$ cat config.mk
export PLATFORM = sky130hd
export DESIGN_NAME = skewed_operand_buffer
export DESIGN_NICKNAME = d
export VERILOG_FILES = /design/src/rtl/systolic_pkg.sv /design/src/rtl/operand_bank_rf.sv /design/src/rtl/skewed_operand_buffer.sv
export SDC_FILE = /design/constraint.sdc
export NUM_CORES = 2
export LEC_CHECK = 0
export BUFFER_PORTS_ARGS = -buffer_cell sky130_fd_sc_hd__buf_2
export CORE_ASPECT_RATIO = 0.7
export CORE_MARGIN = 5
export CORE_UTILIZATION = 62
export CTS_CLUSTER_DIAMETER = 100
export DETAILED_ROUTE_END_ITERATION = 8
export HOLD_SLACK_MARGIN = 0.08
export PLACE_DENSITY_LB_ADDON = 0.1
export SLEW_MARGIN = 20
export SYNTH_ARGS = -nofsm -noshare
export SYNTH_HDL_FRONTEND = slang
export SYNTH_MEMORY_MAX_BITS = 65536
export SYNTH_SLANG_ARGS = --single-unit
$ cat constraint.sdc
create_clock -name clk_i -period 5.7 [get_ports clk_i]
set_input_delay 0.57 -clock clk_i [delete_from_list [all_inputs] [get_ports clk_i]]
set_output_delay 0.57 -clock clk_i [all_outputs]
set_load 0.02 [all_outputs]
$ cat src/rtl/systolic_pkg.sv
// Shared types and sizing helpers for the systolic operand feeders.
package systolic_pkg;

    typedef enum logic {
        BANK_EMPTY = 1'b0,
        BANK_FULL  = 1'b1
    } bank_state_e;

    typedef enum logic {
        RD_IDLE   = 1'b0,
        RD_STREAM = 1'b1
    } rd_state_e;

    // Number of skewed steps needed to drain one bank across all lanes.
    function automatic int unsigned stream_steps(input int unsigned channels,
                                                 input int unsigned depth);
        return depth + channels - 1;
    endfunction

endpackage

$ cat src/rtl/operand_bank_rf.sv
// One operand bank: serial write port, one combinational read port per lane.
module operand_bank_rf #(
    parameter int unsigned CHANNELS   = 8,
    parameter int unsigned DEPTH      = 8,
    parameter int unsigned DATA_WIDTH = 32,
    localparam int unsigned LANE_W    = (CHANNELS > 1) ? $clog2(CHANNELS) : 1,
    localparam int unsigned ELEM_W    = (DEPTH > 1) ? $clog2(DEPTH) : 1
) (
    input  logic                           clk_i,
    input  logic                           wr_en_i,
    input  logic [LANE_W-1:0]              wr_lane_i,
    input  logic [ELEM_W-1:0]              wr_elem_i,
    input  logic [DATA_WIDTH-1:0]          wr_data_i,
    input  logic [CHANNELS*ELEM_W-1:0]     rd_elem_i,
    output logic [CHANNELS*DATA_WIDTH-1:0] rd_data_o
);

    logic [DATA_WIDTH-1:0] mem [CHANNELS][DEPTH];

    always_ff @(posedge clk_i) begin
        if (wr_en_i) begin
            mem[wr_lane_i][wr_elem_i] <= wr_data_i;
        end
    end

    for (genvar c = 0; c < CHANNELS; c++) begin : g_rd
        logic [ELEM_W-1:0] elem;
        assign elem = rd_elem_i[c*ELEM_W +: ELEM_W];
        // Out-of-range element indices read as zero rather than X.
        assign rd_data_o[c*DATA_WIDTH +: DATA_WIDTH] =
            (32'(elem) < DEPTH) ? mem[c][elem] : '0;
    end

endmodule

$ cat src/rtl/skewed_operand_buffer.sv
// Ping-pong operand store: one bank fills serially while the other streams
// out as a diagonal wavefront (lane c delayed by c cycles).
module skewed_operand_buffer
    import systolic_pkg::*;
#(
    parameter int unsigned CHANNELS   = 8,
    parameter int unsigned DEPTH      = 8,
    parameter int unsigned DATA_WIDTH = 32
) (
    input  logic                           clk_i,
    input  logic                           rst_i,
    input  logic                           wr_en_i,
    input  logic [DATA_WIDTH-1:0]          wr_data_i,
    input  logic                           wr_reset_i,
    output logic                           wr_ready_o,
    output logic                           wr_overflow_o,
    output logic [1:0]                     full_banks_o,
    input  logic                           start_i,
    input  logic                           stall_i,
    output logic                           busy_o,
    output logic [CHANNELS*DATA_WIDTH-1:0] data_o,
    output logic [CHANNELS-1:0]            valid_o,
    output logic [CHANNELS-1:0]            last_o,
    output logic                           done_o
);

    localparam int unsigned STEPS  = stream_steps(CHANNELS, DEPTH);
    localparam int unsigned T_W    = $clog2(STEPS + 1);
    localparam int unsigned LANE_W = (CHANNELS > 1) ? $clog2(CHANNELS) : 1;
    localparam int unsigned ELEM_W = (DEPTH > 1) ? $clog2(DEPTH) : 1;

    rd_state_e   state;
    bank_state_e bank_st [2];
    logic        fill_bank;
    logic        rd_bank;
    logic [LANE_W-1:0] wr_lane;
    logic [ELEM_W-1:0] wr_elem;
    logic [T_W-1:0]    step;

    logic accept, start_ok, advance, finish, load;
    logic [T_W-1:0] nxt_step;
    logic [T_W:0]   diff;
    logic [CHANNELS*ELEM_W-1:0]     rd_elem;
    logic [CHANNELS-1:0]            lane_valid;
    logic [CHANNELS-1:0]            lane_last;
    logic [CHANNELS*DATA_WIDTH-1:0] bank_data [2];
    logic [CHANNELS*DATA_WIDTH-1:0] masked_data;

    assign wr_ready_o   = (bank_st[fill_bank] == BANK_EMPTY);
    assign full_banks_o = {1'b0, bank_st[0] == BANK_FULL} + {1'b0, bank_st[1] == BANK_FULL};
    assign busy_o       = (state == RD_STREAM);

    assign accept   = wr_en_i && wr_ready_o && !wr_reset_i;
    // Banks fill and drain in strict alternation, so rd_bank is always the oldest FULL bank.
    assign start_ok = (state == RD_IDLE) && start_i && (bank_st[rd_bank] == BANK_FULL);
    assign advance  = (state == RD_STREAM) && !stall_i;
    assign finish   = advance && (step == T_W'(STEPS - 1));
    assign load     = start_ok || (advance && !finish);
    assign nxt_step = start_ok ? '0 : step + 1'b1;

    always_comb begin
        rd_elem     = '0;
        lane_valid  = '0;
        lane_last   = '0;
        diff        = '0;
        masked_data = '0;
        for (int unsigned c = 0; c < CHANNELS; c++) begin
            // Negative (t - c) shows up as the extra top bit being set.
            diff = {1'b0, nxt_step} - (T_W + 1)'(c);
            lane_valid[c] = !diff[T_W] && (diff[T_W-1:0] < T_W'(DEPTH));
            lane_last[c]  = lane_valid[c] && (diff[T_W-1:0] == T_W'(DEPTH - 1));
            rd_elem[c*ELEM_W +: ELEM_W] = diff[ELEM_W-1:0];
        end
        for (int unsigned c = 0; c < CHANNELS; c++) begin
            if (lane_valid[c]) begin
                masked_data[c*DATA_WIDTH +: DATA_WIDTH] =
                    bank_data[rd_bank][c*DATA_WIDTH +: DATA_WIDTH];
            end
        end
    end

    for (genvar b = 0; b < 2; b++) begin : g_bank
        operand_bank_rf #(
            .CHANNELS  (CHANNELS),
            .DEPTH     (DEPTH),
            .DATA_WIDTH(DATA_WIDTH)
        ) u_bank (
            .clk_i    (clk_i),
            .wr_en_i  (accept && (fill_bank == 1'(b))),
            .wr_lane_i(wr_lane),
            .wr_elem_i(wr_elem),
            .wr_data_i(wr_data_i),
            .rd_elem_i(rd_elem),
            .rd_data_o(bank_data[b])
        );
    end

    always_ff @(posedge clk_i) begin
        if (rst_i) begin
            state         <= RD_IDLE;
            bank_st[0]    <= BANK_EMPTY;
            bank_st[1]    <= BANK_EMPTY;
            fill_bank     <= 1'b0;
            rd_bank       <= 1'b0;
            wr_lane       <= '0;
            wr_elem       <= '0;
            step          <= '0;
            data_o        <= '0;
            valid_o       <= '0;
            last_o        <= '0;
            done_o        <= 1'b0;
            wr_overflow_o <= 1'b0;
        end else begin
            done_o <= finish;
            if (wr_en_i && !wr_ready_o) begin
                wr_overflow_o <= 1'b1;
            end

            if (wr_reset_i) begin
                wr_lane <= '0;
                wr_elem <= '0;
            end else if (accept) begin
                if (wr_elem == ELEM_W'(DEPTH - 1)) begin
                    wr_elem <= '0;
                    if (wr_lane == LANE_W'(CHANNELS - 1)) begin
                        wr_lane            <= '0;
                        bank_st[fill_bank] <= BANK_FULL;
                        fill_bank          <= ~fill_bank;
                    end else begin
                        wr_lane <= wr_lane + 1'b1;
                    end
                end else begin
                    wr_elem <= wr_elem + 1'b1;
                end
            end

            if (start_ok) begin
                state <= RD_STREAM;
            end
            if (load) begin
                step    <= nxt_step;
                data_o  <= masked_data;
                valid_o <= lane_valid;
                last_o  <= lane_last;
            end else if (finish) begin
                state            <= RD_IDLE;
                step             <= '0;
                data_o           <= '0;
                valid_o          <= '0;
                last_o           <= '0;
                bank_st[rd_bank] <= BANK_EMPTY;
                rd_bank          <= ~rd_bank;
            end
        end
    end

endmodule

* Word level (Yosys, flattened, before mapping)
Memories as Yosys holds them, arrays and structs flattened. A register that Yosys moved wholly into a read port is not among the register bits.
Index checks and enable logic that the tools add are counted.
** Operators by class
- Add/subtract/negate cells :: 11
- Magnitude comparators :: 19
- Equality and inequality tests :: 11
- Muxes and demuxes :: 100
- Bitwise gates (word level) :: 16
- Reduce and logical (&&, ||, !) cells :: 44
** Operator list (number)
- $mux W256 :: 7
- $bmux W32 S3 :: 16
- $mux W32 :: 41
- $demux W32 S3 :: 1
- $ge A4 B4 Y1 const B :: 9
- $not A3 Y4 :: 9
- $eq A4 B3 Y1 const B :: 8
- $lt A4 B4 Y1 const B :: 8
- $mux W1 :: 27
- $logic_and A1 B1 Y1 :: 26
- $mux W8 :: 3
- $sub A4 B3 Y5 const B :: 4
- $mux W4 :: 3
- $logic_not A1 Y1 :: 10
- $sub A4 B2 Y5 const B :: 2
- $add A3 B1 Y3 const B :: 2
- $eq A3 B3 Y1 const B :: 2
- $mux W3 :: 2
- $not A1 Y1 :: 6
- $sub A4 B1 Y5 const B :: 1
- $add A4 B1 Y4 const B :: 1
- $eq A4 B4 Y1 const B :: 1
- $lt A4 B1 Y1 const B :: 1
- $reduce_and A2 Y1 :: 2
- 8 further kinds :: 9
** Storage, ports and cells
- Register bits after elaboration :: 287
- RAM bits :: 4098
- Input port bits :: 38
- Output and inout bits :: 278
- Logic and storage cells :: 215
- Memories kept :: 3
** Memory list
- g_bank[0].u_bank.mem :: words 8, width 256, rd ports 8, clocked after Yosys merged registers in 0, write ports 1, line operand_bank_rf.sv:18 : logic [DATA_WIDTH-1:0] mem [CHANNELS][DEPTH];
- g_bank[1].u_bank.mem :: words 8, width 256, rd ports 8, clocked after Yosys merged registers in 0, write ports 1, line operand_bank_rf.sv:18
- bank_st :: words 2, width 1, rd ports 4, clocked after Yosys merged registers in 2, write ports 2, line skewed_operand_buffer.sv:33 : bank_state_e bank_st [2];

* Logic depth before layout (Yosys ltp)
- Depth after elaboration :: 14
- Depth in mapped cells :: 20
- Depth with buffers taken out :: 11

* Modules after synthesis
A second synthesis with hierarchy kept.
** Second synthesis, totals
- Cell total of the unflattened synthesis :: 7469
- Area total of the unflattened synthesis :: 169362.4 µm²
** By module, submodules not included
- operand_bank_rf at g_bank[1].u_bank :: times used 1, cells an instance 3055, area each 78430.2 µm², seq. area each 61499.0 µm²
- operand_bank_rf at g_bank[0].u_bank :: times used 1, cells an instance 3055, area each 78391.4 µm², seq. area each 61499.0 µm²
- skewed_operand_buffer :: times used 1, cells an instance 1359, area each 12540.8 µm², seq. area each 5825.6 µm²

* Worst setup path before layout
No wires, ideal clock.
- Path kind :: register -> register
- Start :: register step[0]
- End :: register data_o[172]
- Setup time :: 0.128 ns
- Arrival time :: 4.143 ns
- Slack :: 1.429 ns
- Stages on the path, launching flop included :: 20
- Path buffers :: 9
- Clock period less this slack :: 4.271 ns
- Cells stage by stage :: dfxtp_1 > buf_4 > inv_1 > buf_2 > buf_1 > ha_1 > buf_2 > buf_2 > clkbuf_1 > nor2_1 > inv_1 > ha_1 > clkbuf_1 > inv_2 > clkbuf_1 > clkbuf_1 > mux4_2 > mux2i_1 > a2bb2oi_1 > o21ai_1
** Between the ends
- Cells in the longest elaborated chain, start to end :: 12
- Elaborated cells on any way between the ends :: 24
- Those cells by class :: add/sub: 2; order compare: 1; eq/ne: 1; mux: 12; bitwise: 1; reduce/logical: 7
** Ends and longest elaborated chain
- from (decl) :: line skewed_operand_buffer.sv:38 : logic [T_W-1:0] step;
- from (signal assigned) :: line skewed_operand_buffer.sv:141 : step <= nxt_step;
- $add A4 B1 Y4 :: line skewed_operand_buffer.sv:59 : assign nxt_step = start_ok ? '0 : step + 1'b1;
- $mux W4 :: line skewed_operand_buffer.sv:59
- $sub A4 B3 Y5 :: line skewed_operand_buffer.sv:69 : diff = {1'b0, nxt_step} - (T_W + 1)'(c);
- $not A3 Y4 (not written as such) :: line operand_bank_rf.sv:31 : (32'(elem) < DEPTH) ? mem[c][elem] : '0;
- $bmux W32 S3 :: line operand_bank_rf.sv:31
- $mux W32 (not written as such) (2 in a row) :: line operand_bank_rf.sv:31
- $mux W256 (3 in a row)
- $mux W32 :: line skewed_operand_buffer.sv:75 : if (lane_valid[c]) begin
- $mux W256 :: line skewed_operand_buffer.sv:140 : if (load) begin
- to (signal assigned) :: line skewed_operand_buffer.sv:142 : data_o <= masked_data;
- to (decl) :: line skewed_operand_buffer.sv:21 : output logic [CHANNELS*DATA_WIDTH-1:0] data_o,
Several ways; a longest one is shown, not always the timed one. The select of a mux whose other input is x is not followed.
A chain may end at the register's enable or synchronous reset.

* Final worst setup path
- Start :: register step[0]
- End :: register data_o[229]
** Between the ends
- Cells in the longest elaborated chain, start to end :: 12
- Elaborated cells on any way between the ends :: 24
- Those cells by class :: add/sub: 2; order compare: 1; eq/ne: 1; mux: 12; bitwise: 1; reduce/logical: 7
** Ends and longest elaborated chain
- $add A4 B1 Y4 :: line skewed_operand_buffer.sv:59
- $mux W4 :: line skewed_operand_buffer.sv:59
- $sub A4 B3 Y5 :: line skewed_operand_buffer.sv:69
- $not A3 Y4 (not written as such) :: line operand_bank_rf.sv:31
- $bmux W32 S3 :: line operand_bank_rf.sv:31
- $mux W32 (not written as such) (2 in a row) :: line operand_bank_rf.sv:31
- $mux W256 (not written as such) (3 in a row) :: line skewed_operand_buffer.sv:77 : bank_data[rd_bank][c*DATA_WIDTH +: DATA_WIDTH];
- $mux W32 :: line skewed_operand_buffer.sv:75
- $mux W256 :: line skewed_operand_buffer.sv:140
Several ways; a longest one is shown, not always the timed one. The select of a mux whose other input is x is not followed.

==> impl_summary.md <==
Place
The count of buffers added on input and output ports is 315. The worst setup slack after placement is 1330 ps. In this run the cell area measured after placement is 0.176 mm².

The placed cell count is 13900. The HPWL after detailed placement is 262 mm. Routability-driven placement finished with a final weighted congestion of 0.861.

Cells and area
The commonest non-fill, non-tap cell in the layout is edfxtp_1. In the final layout, the share of cells above drive strength 1 is 0.170. The number of standard cells in the layout, taps in and fillers out is 14600. The final design instance area without fill is 0.189 mm². Measured on the finished design, the core utilization comes to 0.698. The area growth from synthesis to layout is 12.4%.

Fill cells in the final layout number 17200. The layout net count is 10700. The top cell types in the final layout, fill and taps aside, are edfxtp_1, nand2_1, mux2i_1.

Synth
For this run, the leading register cell type out of synthesis is edfxtp_1. The share of the Yosys chip area taken by registers is 0.766. The post-synthesis net count is 10400. The cell area that synthesis handed to floorplanning was 0.168 mm².

For this run, the number of Yosys warnings is 0. The number of instances in the synthesized netlist is 10300. Dividing the synthesized area by the synthesized cell count gives 16.3 µm². After synthesis the netlist holds a flip-flop and latch count of 4387. In this run, synthesis inferred 4096 flip-flops with an integrated enable. The number of unique standard cell types used by synthesis is 73. For this run, asynchronously set or reset flops after synthesis account for 0.

STA
The remaining max-slew budget at the tightest pin is 0.178. The hold violation count in the final report is 0. The slew of the pin with the lowest slew margin is 1230 ps. Setup violations remaining at the end of the flow were counted as 0. Clock skew on the completed layout was measured at 48.8 ps. Setup repair after global routing left no endpoint under its margin. Derived from the worst setup path, the maximum achievable clock frequency is 227 MHz. Adding up every negative setup slack in the final design gives 0 ps. Once routing completed, OpenROAD measured the worst setup slack at 1290 ps. Dividing the final minimum period by the clock period gives 0.773. The total count of max-transition violations in the final report was 0. After layout, the minimum clock period comes to 4410 ps.

Global routing
The global-route wire length before repair is 682 mm. The number of global-route vias before repair is 97700. Entering global routing, the biggest net connects 160 pins. The number of antenna violations at the first check in global routing is 15.

In the global route stage, overall resource usage came out at 0.332. After global routing the overflow that remains totals 0.

Floorplan
The floorplan step set the die height to 446 µm. The floorplan step set the die width to 633 µm. 316 I/O pins were placed.

The die footprint is 0.282 mm². After floorplanning, the core was divided into 160 placement rows. The starting density of the core is 0.621. The area of the core is 0.271 mm².

Job
The max-cap check violation count is 0.

Setup path
STA classifies the critical path endpoint as a flop. STA puts the critical path data arrival time at 5250 ps. The maximum fanout encountered on the critical timing path is 44.

The minimum setup slack among reg-to-reg paths is 1290 ps. The reg-to-reg critical path endpoint is data_o[229]$_SDFFE_PP0P_. The setup path with the least slack is of type reg2reg. The most critical setup path has its endpoint at data_o[229]$_SDFFE_PP0P_.

The worst-case reg-to-reg path depth is 12. The most critical setup path has its startpoint at step[0]$_SDFFE_PP0P_. The beginning of the worst register-to-register path is step[0]$_SDFFE_PP0P_. STA classifies the critical path startpoint as a flop.

For the worst setup path, the data required time is 6540 ps.

Clocking
The later pin in the worst-skew pair is clocked with a latency of 920 ps. The clock net in this run drives a total of 4387 sinks. The CTS tree is done.

The master cell of the clock root buffer is clkbuf_16. The level count of the clock H-tree is 5. The total setup buffers inserted after CTS is 0.

Clock-pin slew was measured on the worst setup and hold paths at 70 ps. Once the clock tree was built, the resizer swapped 0 gates to a different size. The CTS buffer count is 400.

The maximum count of clock buffers along a single path is 4.

Route
The detailed-routing wirelength on met1 is 187 mm. The total number of vias is 100000. The initial detailed-routing violation count is 14200.

For this block, the routed nets add up to 475 mm of wire. The highest routed metal layer is met5. The detailed-routing iteration count for the pre-antenna-repair pass is 7.

The number of remaining DRC errors is 0. The average wire per standard cell is 32.5 µm. After detailed routing, the number of vias per cell comes to 6.85. The number of nets still failing antenna checks after routing is 0. The wire length on met2 is 216 mm.

The routed length on met3 is 53.2 mm.

Status
The run finished with clean final reports.

Pwr
Summed over all cells, the static leakage comes to 61.5 nW. The worst ir drop on vdd is 285 µV. In this run the power density over the cells is 331 mW/mm².

Hold path
The worst min-delay path category is in2reg.
[cells in the mapped netlist (all sizes together), types with 121 or more instances]
cell type / instances / share of area
buf: 233 / 0.0067
nand2: 817 / 0.018
o211ai: 134 / 0.0060
a21oi: 364 / 0.011
mux2: 305 / 0.020
a31oi: 122 / 0.0045
dfxtp: 291 / 0.035
nor2: 473 / 0.011
a22oi: 121 / 0.0054
clkbuf: 500 / 0.011
o21ai: 394 / 0.012
o221ai: 158 / 0.0082
edfxtp: 4096 / 0.73
a211oi: 179 / 0.0080
mux2i: 707 / 0.042
o22ai: 462 / 0.017
[flip-flops by register name, summed over array words and instances, names as in the netlist, 2 cells and up, named ones only]
name               flops
wr_lane                3
g_bank.u_bank.mem   4096
last_o                 8
step                   4
wr_elem                3
valid_o                8
data_o               256
bank_st                2
[worst min path at each step]
| stage | start | end | slack (ps) | cells after the start |
|---|---|---|---|---|
| floorplan | wr_elem[2]$_SDFFE_PP0N_ | wr_elem[2]$_SDFFE_PP0N_ | 480 | 2 |
| global placement | data_o[94]$_SDFFE_PP0P_ | data_o[94]$_SDFFE_PP0P_ | 440 | 2 |
| detailed placement | last_o[5]$_SDFFE_PP0P_ | last_o[5]$_SDFFE_PP0P_ | 440 | 2 |
| CTS | rst_i | rd_bank$_SDFFE_PP0N_ | 100 | 2 |
| global route | wr_data_i[9] | g_bank[0].u_bank.mem[0][233]$_DFFE_PP_ | 90 | 1 |
| finish | wr_data_i[9] | g_bank[0].u_bank.mem[0][9]$_DFFE_PP_ | 130 | 1 |
[through the flow]
step / hold WS [ps] / total power [mW]
3_5_place_dp: 445 / 36.6
5_1_grt: 91.1 / 64.2
4_1_cts: 97.3 / 62.8
6_report: 131 / 62.7
2_1_floorplan: 482 / 35.9
3_3_place_gp: 438 / 36.5
[logic make-up after synthesis]
logic type / share of synthesized area
AOI/OAI and AO/OA: 0.0943
xor gates and xnor gates: 0.000707
adders and majority gates: 0.00119
buffers and inverters: 0.0182
DFF: 0.766
muxes: 0.0786
and+or+nand+nor: 0.0410
[what timing repair did]
action / in CTS / in global routing
hold buffers: 3 / 0
endpoints found under the setup margin: 0 / 0
endpoints found under the hold margin: 22 / 0
[report_power, final]
group / leakage [nW] / switching [mW] / total (mW) / internal [mW]
combinational: 16.0 / 0.675 / 0.725 / 0.0497
sequential: 39.2 / 0.00430 / 35.2 / 35.2
clock: 6.38 / 11.6 / 26.8 / 15.2
[routing by layer]
layer / GRT usage / vias to the layer above
li1: - / 41800
met1: 0.491 / 51100
met4: 0.121 / 2
met2: 0.502 / 6399
met5: 0 / -
met3: 0.0616 / 916
[critical path, cell delays in order (launching register included)]
cell      delay, ps
dfxtp_4         560
inv_4            90
ha_4            480
nor2_1          190
buf_4           200
ha_4            670
nor2b_2         900
buf_4           420
a22o_1          190
a211oi_1         50
a31oi_1         200
o31ai_1          80
o21ai_0         190
[layout make-up]
class	count	area, µm²	share of cell area
flip-flops and latches	4387	129000	0.681
well taps	3645	4560	0.0241
multi-input cells	5179	37600	0.199
clock inverters	184	1740	0.00919
inverters	14	68.8	0.000364
diodes	5	12.5	0.0000662
clock buffers	550	11300	0.0595
repair buffers	666	4980	0.0263
Power figures use the tool's default switching activity.
